<file path="config.mk">
export PLATFORM = sky130hd
export DESIGN_NAME = counter_sweep_ctrl_flat
export DESIGN_NICKNAME = d
export VERILOG_FILES = /design/src/rtl/counter_sweep_ctrl_pkg.sv /design/src/rtl/counter_sweep_ctrl_if.sv /design/src/rtl/counter_sweep_ctrl_counter.sv /design/src/rtl/counter_sweep_ctrl.sv /design/src/flat_wrapper.sv
export SDC_FILE = /design/constraint.sdc
export NUM_CORES = 1
export LEC_CHECK = 0
export BUFFER_PORTS_ARGS = -buffer_cell sky130_fd_sc_hd__buf_2
export CAP_MARGIN = 20
export CORE_UTILIZATION = 55
export DETAILED_ROUTE_END_ITERATION = 10
export PLACE_DENSITY = 0.78
export SLEW_MARGIN = 5
export SYNTH_ARGS = -nofsm -noshare
export SYNTH_HDL_FRONTEND = slang
export SYNTH_SLANG_ARGS = --single-unit
</file>
<file path="constraint.sdc">
create_clock -name clk -period 5.1 [get_ports clk]
set_input_delay 0.765 -clock clk [delete_from_list [all_inputs] [get_ports clk]]
set_output_delay 0.765 -clock clk [all_outputs]
set_load 0.05 [all_outputs]
</file>
<file path="src/rtl/counter_sweep_ctrl_pkg.sv">
// Shared widths and FSM encoding for the triangle sweep sequencer.
package counter_sweep_ctrl_pkg;

    localparam int N_DEF  = 8;
    localparam int SW_DEF = 8;

    typedef enum logic [2:0] {
        S_IDLE = 3'd0,
        S_LOAD = 3'd1,
        S_UP   = 3'd2,
        S_DOWN = 3'd3,
        S_DONE = 3'd4
    } state_t;

endpackage

</file>
<file path="src/rtl/counter_sweep_ctrl_if.sv">
// Host-side control and status bundle of the sweep sequencer.
interface counter_sweep_ctrl_if
    import counter_sweep_ctrl_pkg::*;
#(
    parameter int N  = N_DEF,
    parameter int SW = SW_DEF
) ();

    logic          start;
    logic          pause;
    logic          abort;
    logic [N-1:0]  start_val;
    logic [N-1:0]  limit_lo;
    logic [N-1:0]  limit_hi;
    logic [SW-1:0] num_sweeps;
    logic [N-1:0]  q;
    logic          dir;
    logic          busy;
    logic          done;
    logic          err;
    logic [SW-1:0] sweep_cnt;

    modport master (
        output start, pause, abort,
        output start_val, limit_lo, limit_hi, num_sweeps,
        input  q, dir, busy, done, err, sweep_cnt
    );

    modport slave (
        input  start, pause, abort,
        input  start_val, limit_lo, limit_hi, num_sweeps,
        output q, dir, busy, done, err, sweep_cnt
    );

endinterface

</file>
<file path="src/rtl/counter_sweep_ctrl_counter.sv">
// Universal up/down binary counter: clear > load > count.
module universal_binary_counter
    import counter_sweep_ctrl_pkg::*;
#(
    parameter int N = N_DEF
) (
    input  logic         i_clk,
    input  logic         i_rst,
    input  logic         i_syn_clr,
    input  logic         i_load,
    input  logic         i_en,
    input  logic         i_up,
    input  logic [N-1:0] i_d,
    output logic         o_max_tick,
    output logic         o_min_tick,
    output logic [N-1:0] o_q
);

    logic [N-1:0] r_q;

    always_ff @(posedge i_clk or posedge i_rst) begin
        if (i_rst)
            r_q <= '0;
        else if (i_syn_clr)
            r_q <= '0;
        else if (i_load)
            r_q <= i_d;
        else if (i_en)
            r_q <= i_up ? r_q + N'(1) : r_q - N'(1);
    end

    assign o_q        = r_q;
    assign o_max_tick = (r_q == '1);
    assign o_min_tick = (r_q == '0);

endmodule

</file>
<file path="src/rtl/counter_sweep_ctrl.sv">
// Triangle sweep sequencer: drives the counter lo->hi->lo per sweep.
module counter_sweep_ctrl
    import counter_sweep_ctrl_pkg::*;
#(
    parameter int N  = N_DEF,
    parameter int SW = SW_DEF
) (
    input  logic                 clk,
    input  logic                 reset,
    counter_sweep_ctrl_if.slave  bus
);

    state_t        r_state;
    state_t        w_next;
    logic [N-1:0]  r_lo;
    logic [N-1:0]  r_hi;
    logic [N-1:0]  r_sv;
    logic [SW-1:0] r_num;
    logic [SW-1:0] r_sweep_cnt;

    logic          w_cfg_ok;
    logic          w_accept;
    logic          w_at_hi;
    logic          w_at_lo;
    logic          w_last;
    logic          w_load;
    logic          w_clr;
    logic          w_en;
    logic          w_up;
    logic          w_sweep_inc;
    logic [N-1:0]  w_q;
    logic [1:0]    w_unused_ticks;

    assign w_cfg_ok = (bus.limit_lo < bus.limit_hi)
                   && (bus.limit_lo <= bus.start_val)
                   && (bus.start_val <= bus.limit_hi);
    assign w_accept = (r_state == S_IDLE) && bus.start && w_cfg_ok;
    assign w_at_hi  = (w_q == r_hi);
    assign w_at_lo  = (w_q == r_lo);
    // num_sweeps of zero means free-running until abort
    assign w_last   = (r_num != '0)
                   && ((r_sweep_cnt + SW'(1)) == r_num);

    always_comb begin
        w_next      = r_state;
        w_load      = 1'b0;
        w_clr       = 1'b0;
        w_en        = 1'b0;
        w_up        = 1'b0;
        w_sweep_inc = 1'b0;
        unique case (r_state)
            S_IDLE: begin
                if (w_accept)
                    w_next = S_LOAD;
            end
            S_LOAD: begin
                if (bus.abort) begin
                    w_clr  = 1'b1;
                    w_next = S_IDLE;
                end else begin
                    w_load = 1'b1;
                    w_next = S_UP;
                end
            end
            S_UP: begin
                if (bus.abort) begin
                    w_clr  = 1'b1;
                    w_next = S_IDLE;
                end else if (!bus.pause) begin
                    w_en = 1'b1;
                    w_up = !w_at_hi;
                    if (w_at_hi)
                        w_next = S_DOWN;
                end
            end
            S_DOWN: begin
                if (bus.abort) begin
                    w_clr  = 1'b1;
                    w_next = S_IDLE;
                end else if (!bus.pause) begin
                    if (!w_at_lo) begin
                        w_en = 1'b1;
                    end else begin
                        w_sweep_inc = 1'b1;
                        if (w_last) begin
                            w_next = S_DONE;
                        end else begin
                            w_en   = 1'b1;
                            w_up   = 1'b1;
                            w_next = S_UP;
                        end
                    end
                end
            end
            S_DONE:  w_next = S_IDLE;
            default: w_next = S_IDLE;
        endcase
    end

    always_ff @(posedge clk or posedge reset) begin
        if (reset)
            r_state <= S_IDLE;
        else
            r_state <= w_next;
    end

    always_ff @(posedge clk or posedge reset) begin
        if (reset) begin
            r_lo  <= '0;
            r_hi  <= '0;
            r_sv  <= '0;
            r_num <= '0;
        end else if (w_accept) begin
            r_lo  <= bus.limit_lo;
            r_hi  <= bus.limit_hi;
            r_sv  <= bus.start_val;
            r_num <= bus.num_sweeps;
        end
    end

    always_ff @(posedge clk or posedge reset) begin
        if (reset)
            r_sweep_cnt <= '0;
        else if (w_accept)
            r_sweep_cnt <= '0;
        else if (w_sweep_inc)
            r_sweep_cnt <= r_sweep_cnt + SW'(1);
    end

    universal_binary_counter #(.N(N)) u_cnt (
        .i_clk      (clk),
        .i_rst      (reset),
        .i_syn_clr  (w_clr),
        .i_load     (w_load),
        .i_en       (w_en),
        .i_up       (w_up),
        .i_d        (r_sv),
        .o_max_tick (w_unused_ticks[0]),
        .o_min_tick (w_unused_ticks[1]),
        .o_q        (w_q)
    );

    assign bus.q         = w_q;
    assign bus.dir       = (r_state != S_DOWN);
    assign bus.busy      = (r_state == S_LOAD) || (r_state == S_UP)
                        || (r_state == S_DOWN);
    assign bus.done      = (r_state == S_DONE);
    assign bus.err       = (r_state == S_IDLE) && bus.start && !w_cfg_ok;
    assign bus.sweep_cnt = r_sweep_cnt;

endmodule

</file>
<file path="src/flat_wrapper.sv">
// flat-port wrapper written by rule: the top's interface ports become plain ports
module counter_sweep_ctrl_flat import counter_sweep_ctrl_pkg::*;
#(
    parameter int N  = N_DEF,
    parameter int SW = SW_DEF
)
  (clk, reset, bus_start, bus_pause, bus_abort, bus_start_val, bus_limit_lo, bus_limit_hi, bus_num_sweeps, bus_q, bus_dir, bus_busy, bus_done, bus_err, bus_sweep_cnt);
  counter_sweep_ctrl_if #(.N(N), .SW(SW)) bus_i ();
  input  logic clk;
  input  logic reset;
  input wire logic [$bits(bus_i.start)-1:0] bus_start;
  input wire logic [$bits(bus_i.pause)-1:0] bus_pause;
  input wire logic [$bits(bus_i.abort)-1:0] bus_abort;
  input wire logic [$bits(bus_i.start_val)-1:0] bus_start_val;
  input wire logic [$bits(bus_i.limit_lo)-1:0] bus_limit_lo;
  input wire logic [$bits(bus_i.limit_hi)-1:0] bus_limit_hi;
  input wire logic [$bits(bus_i.num_sweeps)-1:0] bus_num_sweeps;
  output wire logic [$bits(bus_i.q)-1:0] bus_q;
  output wire logic [$bits(bus_i.dir)-1:0] bus_dir;
  output wire logic [$bits(bus_i.busy)-1:0] bus_busy;
  output wire logic [$bits(bus_i.done)-1:0] bus_done;
  output wire logic [$bits(bus_i.err)-1:0] bus_err;
  output wire logic [$bits(bus_i.sweep_cnt)-1:0] bus_sweep_cnt;
  assign bus_i.start = bus_start;
  assign bus_i.pause = bus_pause;
  assign bus_i.abort = bus_abort;
  assign bus_i.start_val = bus_start_val;
  assign bus_i.limit_lo = bus_limit_lo;
  assign bus_i.limit_hi = bus_limit_hi;
  assign bus_i.num_sweeps = bus_num_sweeps;
  assign bus_q = bus_i.q;
  assign bus_dir = bus_i.dir;
  assign bus_busy = bus_i.busy;
  assign bus_done = bus_i.done;
  assign bus_err = bus_i.err;
  assign bus_sweep_cnt = bus_i.sweep_cnt;
  counter_sweep_ctrl #(.N(N), .SW(SW)) u_core (.clk(clk), .reset(reset), .bus(bus_i));
endmodule
</file>
==> results.cfg, run 1 <==
[place]
placed_cells = 489
gpl.final_weighted_congestion = 0.906
port_buffers = 56
dpl_worst_slack_ns = 0.716
placed_area_um2 = 3810
hpwl_mm = 6.07

[sta]
grt_setup_unrepaired = false
fin_crit_sh_pct = 87.9
fin_ws_ns = 0.618
drv_slew = 0
post-route-min-period_ns = 4.48
fin_worst_skew_ns = 0.0104
fmax_ghz = 0.223
hold_viol_final = 0
worst_pin_slew_ns = 1.02
maxSlewHeadroom_pct = 31.5
tns_ns = 0
finalSetupViolCount = 0

[logic_synthesis]
yosysUniqueCellTypes = 47
syn_inst = 362
synth.top_cell.area_share_pct = 37.0
async_flop_share_pct = 100
yosysTopAreaCell = dfrtp_1
netlist_top_cells_count = dfrtp_1, nand2_1, ha_1, o21ai_0, nor2_1
ys_warn_count = 0
synth-main-ff-cell = dfrtp_1
synth_enable_flop_cells = 0
synth_fp_nets = 431
synth-seq-area-share_pct = 37.0
syn_avg_cell_area_um2 = 9.52
synth.area.top_cells = dfrtp_1, ha_1, mux2_2
synth.most_common_cell = dfrtp_1
syn_area_um2 = 3450
ys_ff_latch = 51

[power_and_ir_drop]
leakage_nw = 1.89
powerDensity_nw_per_um2 = 477
ir_worst_vdd_mv = 0.231

[floorplanning]
dieArea_um2 = 6590
ioPinCount = 57
die_w_um = 81.2
coreArea_um2 = 5990
dieHeight_um = 81.2
rows = 28
initial_core_util_pct = 57.5

[drt]
drcViolationCount = 0
drtIter0Drc = 183
wl_per_cell_um = 15.4
vias_per_cell = 5.67
antenna_left = 0
firstDrtPassIters = 4
drt-total-wl_mm = 7.65
vias = 2825

[clock_tree]
insertion_delay_ns = 0.32
clk_pin_slew_ns = 0.10
cts.sinks = 51
cts_root_buffer = clkbuf_8
cts_max_level = 2
clockBufferDepth = 2
cts_setup_buffers = 0
cts-hold-fix-buffers = 0
post_cts_resized = 0
cts_tree = done
numCtsBuffers = 5

[finish]
num_antenna_cells = 0
syn2layout_area_growth_pct = 13.9
instances_no_fill = 498
final_nets = 491
drive_gt1_share_pct = 22.9
n_fill_cell = 516
fin_area_um2 = 3930

[critical_path]
rr_endpoint = u_core.u_cnt.o_q[7]
crit_arrival_ns = 4.73
path_class = register to register
cp.required_ns = 5.34
critical_path.max_fanout = 8
rrSetupSlack_ns = 0.62
endpoint_kind = register
slowest_stage = o21ai_0
cp_num_buf_inv = 0
critical_path.cell_chain = ha_1 > xor2_1 > a211oi_1 > nand3_1 > nor3_2 > and2_1 > nor2_1 > o21ai_0 > ha_1 > o21a_1 > o21a_1 > o22ai_1 > xor2_1 > nand3_1 > o31a_1 > o21ai_0
crit_path_start_kind = register
reg2reg_from = u_core.bus.sweep_cnt[0]
cp_top_family = compound AO/OA/AOI/OAI gates
slowest_delay_ns = 0.79
reg2regPathDepth = 16

[grt]
grt_first_pass_wirelength_mm = 12.5
first_global_vias = 2653
grt_remaining_overflow = 0
grt_max_degree = 52
grtUsageTotal_pct = 25.2
antenna_found_initial = 0

[outcome]
status = finished, final reports clean

[run]
cap_violations = 0

[hold_path]
holdCritPathClass = input pin to async pin
## placed cells by master (no fill, tap or decap), types with 2 or more instances in the layout
cell type,count
mux2_2,17
nor2b_1,4
or2_2,2
nor2_1,25
nor3_2,2
o21a_1,4
nand3_1,5
a21oi_1,17
buf_2,56
o21ai_0,31
nor3_1,3
a211oi_1,5
o31a_1,2
inv_1,20
nand4b_1,2
and2_1,4
dfrtp_1,51
nand3b_1,4
clkbuf_8,5
nand2_1,40
inv_6,2
o211ai_1,4
xor2_1,17
nor4_1,4
xnor2_1,21
nand3_2,2
nand4_1,7
or3_1,7
ha_1,31
mux2i_1,4
buf_4,2
a31oi_1,3
## layout make-up
class	instances	area [um^2]	area share, %
clock buffers	5	68.8	1.75
clock inverters	3	26.3	0.669
inverters	21	78.8	2.01
multi-input cells	284	2070	52.6
flip-flops and latches	51	1280	32.5
well taps	75	93.8	2.39
repair buffers	59	315	8.03
## registers in the layout, summed over array words and instances (netlist names)
name and flops:
u_core.r_hi 8, u_core.u_cnt.o_q 8, u_core.r_sv 8, u_core.r_state 3
u_core.r_lo 8, u_core.bus.sweep_cnt 8, u_core.r_num 8
## cell families after synthesis
group                    after synthesis  share of synthesized area [%]
multiplexers                          21                           6.72
flip-flops                            51                           37.0
AND/OR/NAND/NOR                      115                           17.1
XOR/XNOR                              38                           9.66
AO/OA/AOI/OAI                         78                           14.7
buffers and inverters                 27                           2.98
adder cells (fa/ha/maj)               32                           11.8
## where the power goes
group / total, W / switching (W) / internal (W)
logic: 0.000890 / 0.000508 / 0.000382
registers: 0.000732 / 0.000174 / 0.000558
clock network: 0.000249 / 0.000148 / 0.000101
total: 0.00187 / 0.000830 / 0.00104
## routing by layer
metal  up-vias  global-route usage, %  share of wire, %
met3         8                   3.48               4.0
met2        69                   40.3                48
met5         -                      0                 0
li1       1399                      -                 -
met1      1349                   35.7                47
met4         0                   6.25              0.99
## metrics by stage
stage                     util [%]  hold WS [ns]  total power (W)
after detailed placement      63.6         0.471          0.00162
after floorplan                  -         0.450          0.00139
final                         65.5         0.347          0.00187
after CTS                     65.2         0.495          0.00187
after global routing          65.5         0.362          0.00200
after global placement        63.6         0.461          0.00158
## worst max path at each step
stage	depth (start not counted)	slack (ns)	endpoint	from
after floorplan	16	0.85	u_core.u_cnt.o_q[7]	u_core.bus.sweep_cnt[0]
after detailed placement	16	0.72	u_core.u_cnt.o_q[7]	u_core.bus.sweep_cnt[0]
final	16	0.62	u_core.u_cnt.o_q[7]	u_core.bus.sweep_cnt[0]
after global placement	16	0.91	u_core.u_cnt.o_q[7]	u_core.bus.sweep_cnt[0]
after CTS	16	0.65	u_core.u_cnt.o_q[7]	u_core.bus.sweep_cnt[0]
after global routing	16	0.32	u_core.u_cnt.o_q[7]	u_core.bus.sweep_cnt[0]
Note: power is estimated with default switching activity, not from simulation.
==> run 2: changes to the inputs <==
--- a/config.mk
+++ b/config.mk
@@ -8,7 +8,9 @@
 export BUFFER_PORTS_ARGS = -buffer_cell sky130_fd_sc_hd__buf_2
 export CAP_MARGIN = 20
 export CORE_UTILIZATION = 55
+export CTS_BUF_LIST = sky130_fd_sc_hd__clkbuf_16
 export DETAILED_ROUTE_END_ITERATION = 10
+export MAX_ROUTING_LAYER = met4
 export PLACE_DENSITY = 0.78
 export SLEW_MARGIN = 5
 export SYNTH_ARGS = -nofsm -noshare
==> run 2 against run 1 <==
Effect of this change:
- power increased by 8.1%
- critical path depth unchanged
- core utilization is 1.3 points higher
- global-route usage up 1.4 points
- sequential power about the same
- first-iteration DRC count rose by 6.6%
- clock-buffer cell count did not move
- register-to-register slack lost 0.11 ns
- via count increased by 3.0%
- non-clock buffer count unchanged
- combinational power increased by 1%
- critical path type unchanged
- largest cell class unchanged
==> results.cfg, run 2 (synthesis gave the netlist of run 1 again) <==
[outcome]
status = finished, final reports clean

[clock_tree]
cts.sinks = 51
clockBufferDepth = 2
cts-hold-fix-buffers = 0
post_cts_resized = 0
cts_max_level = 2
cts_root_buffer = clkbuf_16
cts_tree = done
clk_pin_slew_ns = 0.07
insertion_delay_ns = 0.29
numCtsBuffers = 5
cts_setup_buffers = 0

[critical_path]
cp.required_ns = 5.31
slowest_delay_ns = 0.83
crit_arrival_ns = 4.80
crit_path_start_kind = register
path_class = register to register
endpoint_kind = register
critical_path.max_fanout = 8
slowest_stage = o21ai_0
cp_top_family = compound AO/OA/AOI/OAI gates
cp_num_buf_inv = 0
critical_path.cell_chain = ha_1 > xor2_1 > a211oi_1 > nand3_1 > nor3_2 > and2_1 > nor2_1 > o21ai_0 > ha_1 > o21a_1 > o21a_1 > o22ai_1 > xor2_1 > nand3_1 > o31a_1 > o21ai_0

[drt]
firstDrtPassIters = 4
drcViolationCount = 0
vias = 2911
drt-total-wl_mm = 7.99
vias_per_cell = 5.85
drtIter0Drc = 195
antenna_left = 0
wl_per_cell_um = 16.0

[finish]
num_antenna_cells = 0
syn2layout_area_growth_pct = 16.2
fin_area_um2 = 4000
final_nets = 491
final_common_cell = buf_2
n_fill_cell = 501
final_cell_mix = buf_2, dfrtp_1, nand2_1
drive_gt1_share_pct = 22.9

[power_and_ir_drop]
seq_power_share_pct = 36.3
intPower_w = 0.00118
switching_power_w = 0.000847
comb_power_share_pct = 44.5
p_sw_share_pct = 41.9
p_clk_share_pct = 19.2
powerDensity_nw_per_um2 = 505
ir_worst_vdd_mv = 0.273
leakage_nw = 1.93

[grt]
antenna_found_initial = 0
first_global_vias = 2779
grt_first_pass_wirelength_mm = 12.8
grt_max_degree = 52
grtUsageTotal_pct = 26.5
grt_remaining_overflow = 0

[floorplanning]
die_w_um = 81.2
initial_core_util_pct = 57.5
ioPinCount = 57
rows = 28
dieHeight_um = 81.2
coreArea_um2 = 5990
dieArea_um2 = 6590

[sta]
post-route-min-period_ns = 4.59
worst_pin_slew_ns = 1.08
fin_worst_skew_ns = 0.00508
grt_setup_unrepaired = false
maxSlewHeadroom_pct = 27.4
tns_ns = 0
fmax_ghz = 0.218
fin_crit_sh_pct = 90.0
fin_ws_ns = 0.512
finalSetupViolCount = 0
drv_slew = 0
hold_viol_final = 0

[place]
dpl_worst_slack_ns = 0.639
port_buffers = 56
placed_area_um2 = 3810
gpl.final_weighted_congestion = 0.905
hpwl_mm = 6.08

[run]
cap_violations = 0

[hold_path]
holdCritPathClass = input pin to async pin
-- run 2: changes by cell type in the layout (fill, tap and decap cells not counted), sizes merged --
cell,before,now
inv,23,22
bufinv,0,1
-- run 2: area by class of cell --
class,instances,area [um^2],area share (%)
clock inverters,3,47.5,1.19
repair buffers,59,315,7.87
well taps,75,93.8,2.34
multi-input cells,284,2070,51.6
clock buffers,5,125,3.13
inverters,21,78.8,1.97
flip-flops and latches,51,1280,31.9
-- run 2: worst paths after layout --
path	from	endpoint	slack [ns]	depth (start not counted)
min in group clk	u_core.r_sv[5]	u_core.r_sv[5]	0.49	2
setup reg to reg	u_core.bus.sweep_cnt[0]	u_core.u_cnt.o_q[7]	0.51	16
hold / removal	reset	u_core.r_num[1]	0.41	2
hold reg to reg	u_core.r_sv[5]	u_core.r_sv[5]	0.49	2
max in group asynchronous	reset	u_core.r_sv[0]	4.19	3
setup / recovery	u_core.bus.sweep_cnt[0]	u_core.u_cnt.o_q[7]	0.51	16
-- run 2: power by group through the flow --
stage / clock, W / combinational (W) / sequential, W
6_report: 0.000389 / 0.000899 / 0.000734
5_1_grt: 0.000407 / 0.000984 / 0.000755
4_1_cts: 0.000391 / 0.000897 / 0.000728
3_5_place_dp: 0 / 0.000890 / 0.000733
3_3_place_gp: 0 / 0.000862 / 0.000724
2_1_floorplan: 0 / 0.000639 / 0.000755
-- run 2: metal layers --
metal | GRT usage [%] | vias to the layer above | wire (um)
met5 | - | - | 0
met4 | 9.46 | 0 | 190
met3 | 3.82 | 20 | 403
met2 | 41.7 | 94 | 3770
met1 | 34.8 | 1401 | 3630
li1 | - | 1396 | -
-- run 2: stage by stage --
stage,utilization [%],power (W),std cells,hold slack [ns]
3_5_place_dp,63.6,0.00162,489,0.472
4_1_cts,66.5,0.00202,497,0.491
3_3_place_gp,63.6,0.00159,489,0.462
5_1_grt,66.8,0.00215,498,0.433
6_report,66.8,0.00202,498,0.411
2_1_floorplan,-,0.00139,362,0.450
